### src/rtl/palette_ram_fader.sv
// Writable colour palette with 2-stage read pipeline, transparency flag and brightness fade engine.
// Read latency 2 cycles, one read per cycle; no backpressure (outputs hold when out_valid=0).
module palette_ram_fader #(
  parameter int INDEX_W      = 5,
  parameter int COLOR_W      = 4,
  parameter int TRANSP_INDEX = 0,
  parameter int FADE_DIV     = 1024
) (
  input  logic                   Clk,
  input  logic                   Reset,
  input  logic [INDEX_W-1:0]     index,
  input  logic                   rd_valid,
  input  logic                   wr_en,
  input  logic [INDEX_W-1:0]     wr_addr,
  input  logic [3*COLOR_W-1:0]   wr_data,
  input  logic                   fade_start,
  input  logic                   fade_dir,
  output logic [COLOR_W-1:0]     red,
  output logic [COLOR_W-1:0]     green,
  output logic [COLOR_W-1:0]     blue,
  output logic                   out_valid,
  output logic                   transparent,
  output logic [COLOR_W:0]       level,
  output logic                   fade_busy,
  output logic                   fade_done
);

  localparam int DEPTH   = 2**INDEX_W;
  localparam int ENTRY_W = 3*COLOR_W;
  localparam int DIV_W   = (FADE_DIV > 1) ? $clog2(FADE_DIV) : 1;

  localparam logic [COLOR_W:0]     LVL_FULL = {1'b1, {COLOR_W{1'b0}}};
  localparam logic [COLOR_W:0]     LVL_ZERO = '0;
  localparam logic [DIV_W-1:0]     DIV_LAST = DIV_W'(FADE_DIV - 1);
  localparam logic [INDEX_W-1:0]   TRANSP   = INDEX_W'(TRANSP_INDEX);

  typedef enum logic {IDLE, RUN} fade_state_t;

  // (chan * level) >> COLOR_W; the product fits 2*COLOR_W+1 bits, result truncated
  function automatic logic [COLOR_W-1:0] scale(input logic [COLOR_W-1:0] chan,
                                               input logic [COLOR_W:0]   lvl);
    logic [2*COLOR_W:0] prod;
    prod  = {{(COLOR_W+1){1'b0}}, chan} * {{COLOR_W{1'b0}}, lvl};
    scale = COLOR_W'(prod >> COLOR_W);
  endfunction

  logic [ENTRY_W-1:0] mem [DEPTH];
  logic [ENTRY_W-1:0] s1_word;
  logic               s1_vld;
  logic               s1_transp;

  fade_state_t        state, state_nxt;
  logic [DIV_W-1:0]   div, div_nxt;
  logic [COLOR_W:0]   level_nxt;
  logic [COLOR_W:0]   run_tgt;
  logic               dir_q, dir_nxt;
  logic               done_nxt;

  // Palette storage is deliberately untouched by Reset.
  always_ff @(posedge Clk) begin
    if (wr_en) mem[wr_addr] <= wr_data;
  end

  // Read and write share an edge, so a same-address read sees the old word.
  always_ff @(posedge Clk) begin
    s1_word <= mem[index];
  end

  always_ff @(posedge Clk) begin
    if (Reset) begin
      s1_vld    <= 1'b0;
      s1_transp <= 1'b0;
    end else begin
      s1_vld    <= rd_valid;
      s1_transp <= (index == TRANSP);
    end
  end

  always_ff @(posedge Clk) begin
    if (Reset) begin
      red         <= '0;
      green       <= '0;
      blue        <= '0;
      out_valid   <= 1'b0;
      transparent <= 1'b0;
    end else begin
      out_valid <= s1_vld;
      if (s1_vld) begin
        red         <= scale(s1_word[3*COLOR_W-1:2*COLOR_W], level);
        green       <= scale(s1_word[2*COLOR_W-1:COLOR_W], level);
        blue        <= scale(s1_word[COLOR_W-1:0], level);
        transparent <= s1_transp;
      end
    end
  end

  assign run_tgt   = dir_q ? LVL_FULL : LVL_ZERO;
  assign fade_busy = (state == RUN);

  always_ff @(posedge Clk) begin
    if (Reset) begin
      state     <= IDLE;
      div       <= '0;
      level     <= LVL_FULL;
      dir_q     <= 1'b0;
      fade_done <= 1'b0;
    end else begin
      state     <= state_nxt;
      div       <= div_nxt;
      level     <= level_nxt;
      dir_q     <= dir_nxt;
      fade_done <= done_nxt;
    end
  end

  always_comb begin
    state_nxt = state;
    div_nxt   = div;
    level_nxt = level;
    dir_nxt   = dir_q;
    done_nxt  = 1'b0;
    case (state)
      IDLE: begin
        if (fade_start) begin
          div_nxt = '0;
          dir_nxt = fade_dir;
          if (level == (fade_dir ? LVL_FULL : LVL_ZERO)) done_nxt  = 1'b1;
          else                                           state_nxt = RUN;
        end
      end
      RUN: begin
        // fade_start is ignored here; the latched direction drives the fade.
        if (div == DIV_LAST) begin
          div_nxt   = '0;
          level_nxt = dir_q ? level + 1'b1 : level - 1'b1;
          if (level_nxt == run_tgt) begin
            state_nxt = IDLE;
            done_nxt  = 1'b1;
          end
        end else begin
          div_nxt = div + 1'b1;
        end
      end
    endcase
  end

endmodule

### config.mk
export PLATFORM = sky130hd
export DESIGN_NAME = palette_ram_fader
export DESIGN_NICKNAME = d
export VERILOG_FILES = /design/src/rtl/palette_ram_fader.sv
export SDC_FILE = /design/constraint.sdc
export NUM_CORES = 1
export LEC_CHECK = 0
export CAP_MARGIN = 40
export CELL_PAD_IN_SITES_DETAIL_PLACEMENT = 1
export CELL_PAD_IN_SITES_GLOBAL_PLACEMENT = 2
export CORE_UTILIZATION = 47
export CTS_CLUSTER_SIZE = 25
export DETAILED_ROUTE_END_ITERATION = 6
export PLACE_DENSITY = 0.81
export RECOVER_POWER = 100
export SYNTH_ARGS = -nofsm -noshare
export SYNTH_HDL_FRONTEND = slang
export SYNTH_SLANG_ARGS = --single-unit
### constraint.sdc
create_clock -name Clk -period 3.7 [get_ports Clk]
set_input_delay 0.37 -clock Clk [delete_from_list [all_inputs] [get_ports Clk]]
set_output_delay 0.37 -clock Clk [all_outputs]
set_load 0.005 [all_outputs]
==> key figures <==
Worst setup path
  • R2R Setup Slk: ~0.55 ns
  • Max FO, Critical Path: 16
  • Worst setup EP type: flop
  • CP max stage delay: 0.71 ns
  • CP startpoint kind: flop
  • WP data arrival: about 3.6 ns
  • Critical-path cell list: nand2_1 -> fa_1 -> fa_1 -> inv_1 -> ha_1 -> nand3_1 -> o21ai_0 -> a31oi_1 -> xnor2_1 -> o21ai_0
  • Crit path max-delay cell type: dfxtp_1
  • Critical path class: reg -> reg
  • CP Data Required Time: about 4.2 ns

Die
  • Initial Utilization: 0.476
  • Die W: between 150 and 200 um
  • Die H: between 150 and 200 um
  • Row count: 71
  • I/O pins: between 40 and 50
  • Core Area: approximately 0.038 mm2
  • Die area: 0.0388 mm2

Clock network
  • CTS sink cnt: between 400 and 500
  • Number of buffers created by CTS: between 40 and 50
  • H-tree depth: 2
  • Worst-Skew Late Latency: between 0.5 and 0.6 ns
  • Post-cts gate resize count: 0
  • Buffer depth of the longest clock path: 3
  • CTS clk-pin slew, worst paths: around 0.060 ns
  • Clock Root Buffer: clkbuf_16
  • CTS hold repair buffers: 0
  • Post-CTS setup buffer count: 0
  • CTS tree: built

Timing
  • Fin worst setup slack: 0.550 ns
  • Final setup violation count: 0
  • Slew HR: -0.171
  • Fin Setup TNS: 0 ns
  • Post-route clock period utilization: 0.851
  • RSZ-0062 raised after global routing: false
  • Max Fclk: roughly 320 MHz
  • Final slew viol count: 66
  • Worst Skew: about 0.026 ns
  • Hold Vio Cnt, Final: 0
  • Worst Tran Pin Value: between 1.5 and 2 ns
  • Tmin final: between 3 and 4 ns

Finish
  • Layout Utilization: 0.550
  • Nets: between 1,000 and 1,500
  • FF+latch area: between 0.01 and 0.015 mm2
  • Area growth, synth to finish: 15.7%
  • Filler cells: ~3,500
  • Fraction of layout cells with a size suffix above 1: 0.119
  • Commonest non-fill, non-tap cell in the layout: edfxtp_1
  • Commonest cells after routing, fill and taps aside: edfxtp_1 (384), mux2i_1 (106), a22oi_1 (73)
  • Multi-input gate area: approximately 0.0051 mm2
  • Ant. Diodes: 0

Logic synthesis
  • Sequential cell area fraction in the yosys report: 0.696
  • Yosys reg bits: 430
  • Syn Area/Cell: around 16 um2
  • Synth Instances: ~1,100
  • Net Count, Synth: around 1,200
  • Yosys cell types: 49
  • Warnings from Yosys: 0
  • Number of enable flip-flop cells after synthesis: approximately 380
  • Share of flip-flops with an asynchronous set or reset: 0
  • Mapped Area: between 0.015 and 0.02 mm2
  • Post-synth top flop: edfxtp_1

Power and ir drop
  • Seq pwr share: 0.499
  • Final total power: roughly 11 mW
  • Peak supply drop: around 0.60 mV
  • Clock power share: 0.446
  • Combinational power share: 0.054
  • P_int: between 8 and 9 mW
  • Pwr dens: roughly 520 mW/mm2
  • Sw Share: 0.216
  • Pleak: 7.20 nW
  • Net switching power figure: between 2 and 2.5 mW

Run status
  • Failing checks: max-capacitance violations, max-slew violations
  • Status: finished with violations

Route
  • Drt wl/cell: approximately 24 um
  • Iter 0 DRT Violations: 709
  • Drt first pass iters: 5
  • Final WL: approximately 42,000 um
  • Vias: 9,925
  • DRC: 0
  • Post-detailed-route count of antenna-violating nets: 0
  • Via density: 5.69

Worst hold path
  • Hold Path Class: in -> reg

Job
  • Max-Cap Viols: 2

Place
  • Dpl hpwl: 27,500 um
  • Number of port buffers: 48
  • Place WS: approximately 0.53 ns
  • GP Congestion: about 0.80

Global routing
  • Vias in the first global route: around 10,000
  • Largest net degree at the start of global routing: 52
  • Overall Global Routing Usage: 0.225
  • Initial antenna violation count: 0
  • First-pass GRT wire length: about 64,000 um
  • GR Overflow Total: 0
==> state kept, by name, indices dropped and copies added (netlist names) <==
signal       count
blue             4
dir_q            1
div             10
fade_busy        1
fade_done        1
green            4
level            5
mem            384
out_valid        1
red              4
s1_transp        1
s1_vld           1
s1_word         12
transparent      1
==> per-stage QoR <==
stage | hold WS (ns) | cells | area, um2
floorplan | 0.441 | 1086 | 17900
global placement | 0.440 | 1648 | 19200
detailed placement | 0.447 | 1658 | 19400
CTS | 0.340 | 1744 | 21000
global route | 0.357 | 1744 | 20700
finish | 0.368 | 1744 | 20700
==> cells in the mapped netlist, drive strengths merged, types with 3 or more instances <==
cell	instances	area share
edfxtp	384	0.64
mux2i	106	0.059
a22oi	73	0.031
nor2	64	0.013
mux4	48	0.060
dfxtp	46	0.051
nand2	42	0.0092
nand3	38	0.011
clkbuf	34	0.0071
ha	32	0.022
and2	30	0.010
inv	29	0.0061
buf	19	0.0057
nand4	19	0.0066
fa	16	0.018
a21oi	14	0.0039
xnor2	13	0.0064
xor2	12	0.0059
o21ai	10	0.0028
nor2b	8	0.0028
nand3b	7	0.0029
a21o	6	0.0026
and3	4	0.0015
a31oi	3	0.0010
nand2b	3	0.0010
o2111ai	3	0.0015
o22ai	3	0.0010
or3b	3	0.0015
==> cell type report <==
type | count | share of cell area
timing repair buffer | 114 | 0.0387
inverter | 29 | 0.00526
sequential | 430 | 0.602
clock inverter | 31 | 0.0195
tap | 511 | 0.0309
multi-input combinational | 574 | 0.245
clock buffer | 55 | 0.0583
==> power by group through the flow <==
stage / registers (mW) / clock network (mW) / logic, mW
CTS: 5.41 / 4.94 / 0.632
global placement: 5.52 / 0 / 0.584
global route: 5.42 / 5.12 / 0.638
floorplan: 5.50 / 0 / 0.336
finish: 5.42 / 4.85 / 0.591
detailed placement: 5.52 / 0 / 0.628
==> critical path, delay by kind of cell (launching register included) <==
kind,cells,cell delay (ns)
adder cells (fa/ha/maj),3,1.35
flip-flops,1,0.71
AO/OA/AOI/OAI,3,0.53
XOR/XNOR,1,0.14
buffers and inverters,1,0.04
AND/OR/NAND/NOR,2,0.26
==> kinds of logic after synthesis <==
logic type / synth area share
flops: 0.696
simple gates: 0.0665
mux: 0.120
compound gates: 0.0460
buf+inv: 0.0189
fa+ha+maj: 0.0403
xor+xnor: 0.0122
==> metal layers <==
metal	vias to the layer above	share of wire	global-route usage
li1	4443	-	-
met1	5164	0.43	0.305
met2	269	0.50	0.380
met3	49	0.049	0.0365
met4	0	0.016	0.0568
met5	-	0	0
==> worst paths after layout <==
kind | cells past startpoint | endpoint | from
max | 10 | blue[3] | level[2]
min | 2 | s1_vld | rd_valid
max reg2reg | 10 | blue[3] | level[2]
min reg2reg | 2 | green[3] | green[3]
(Power assumes the default switching activity.)
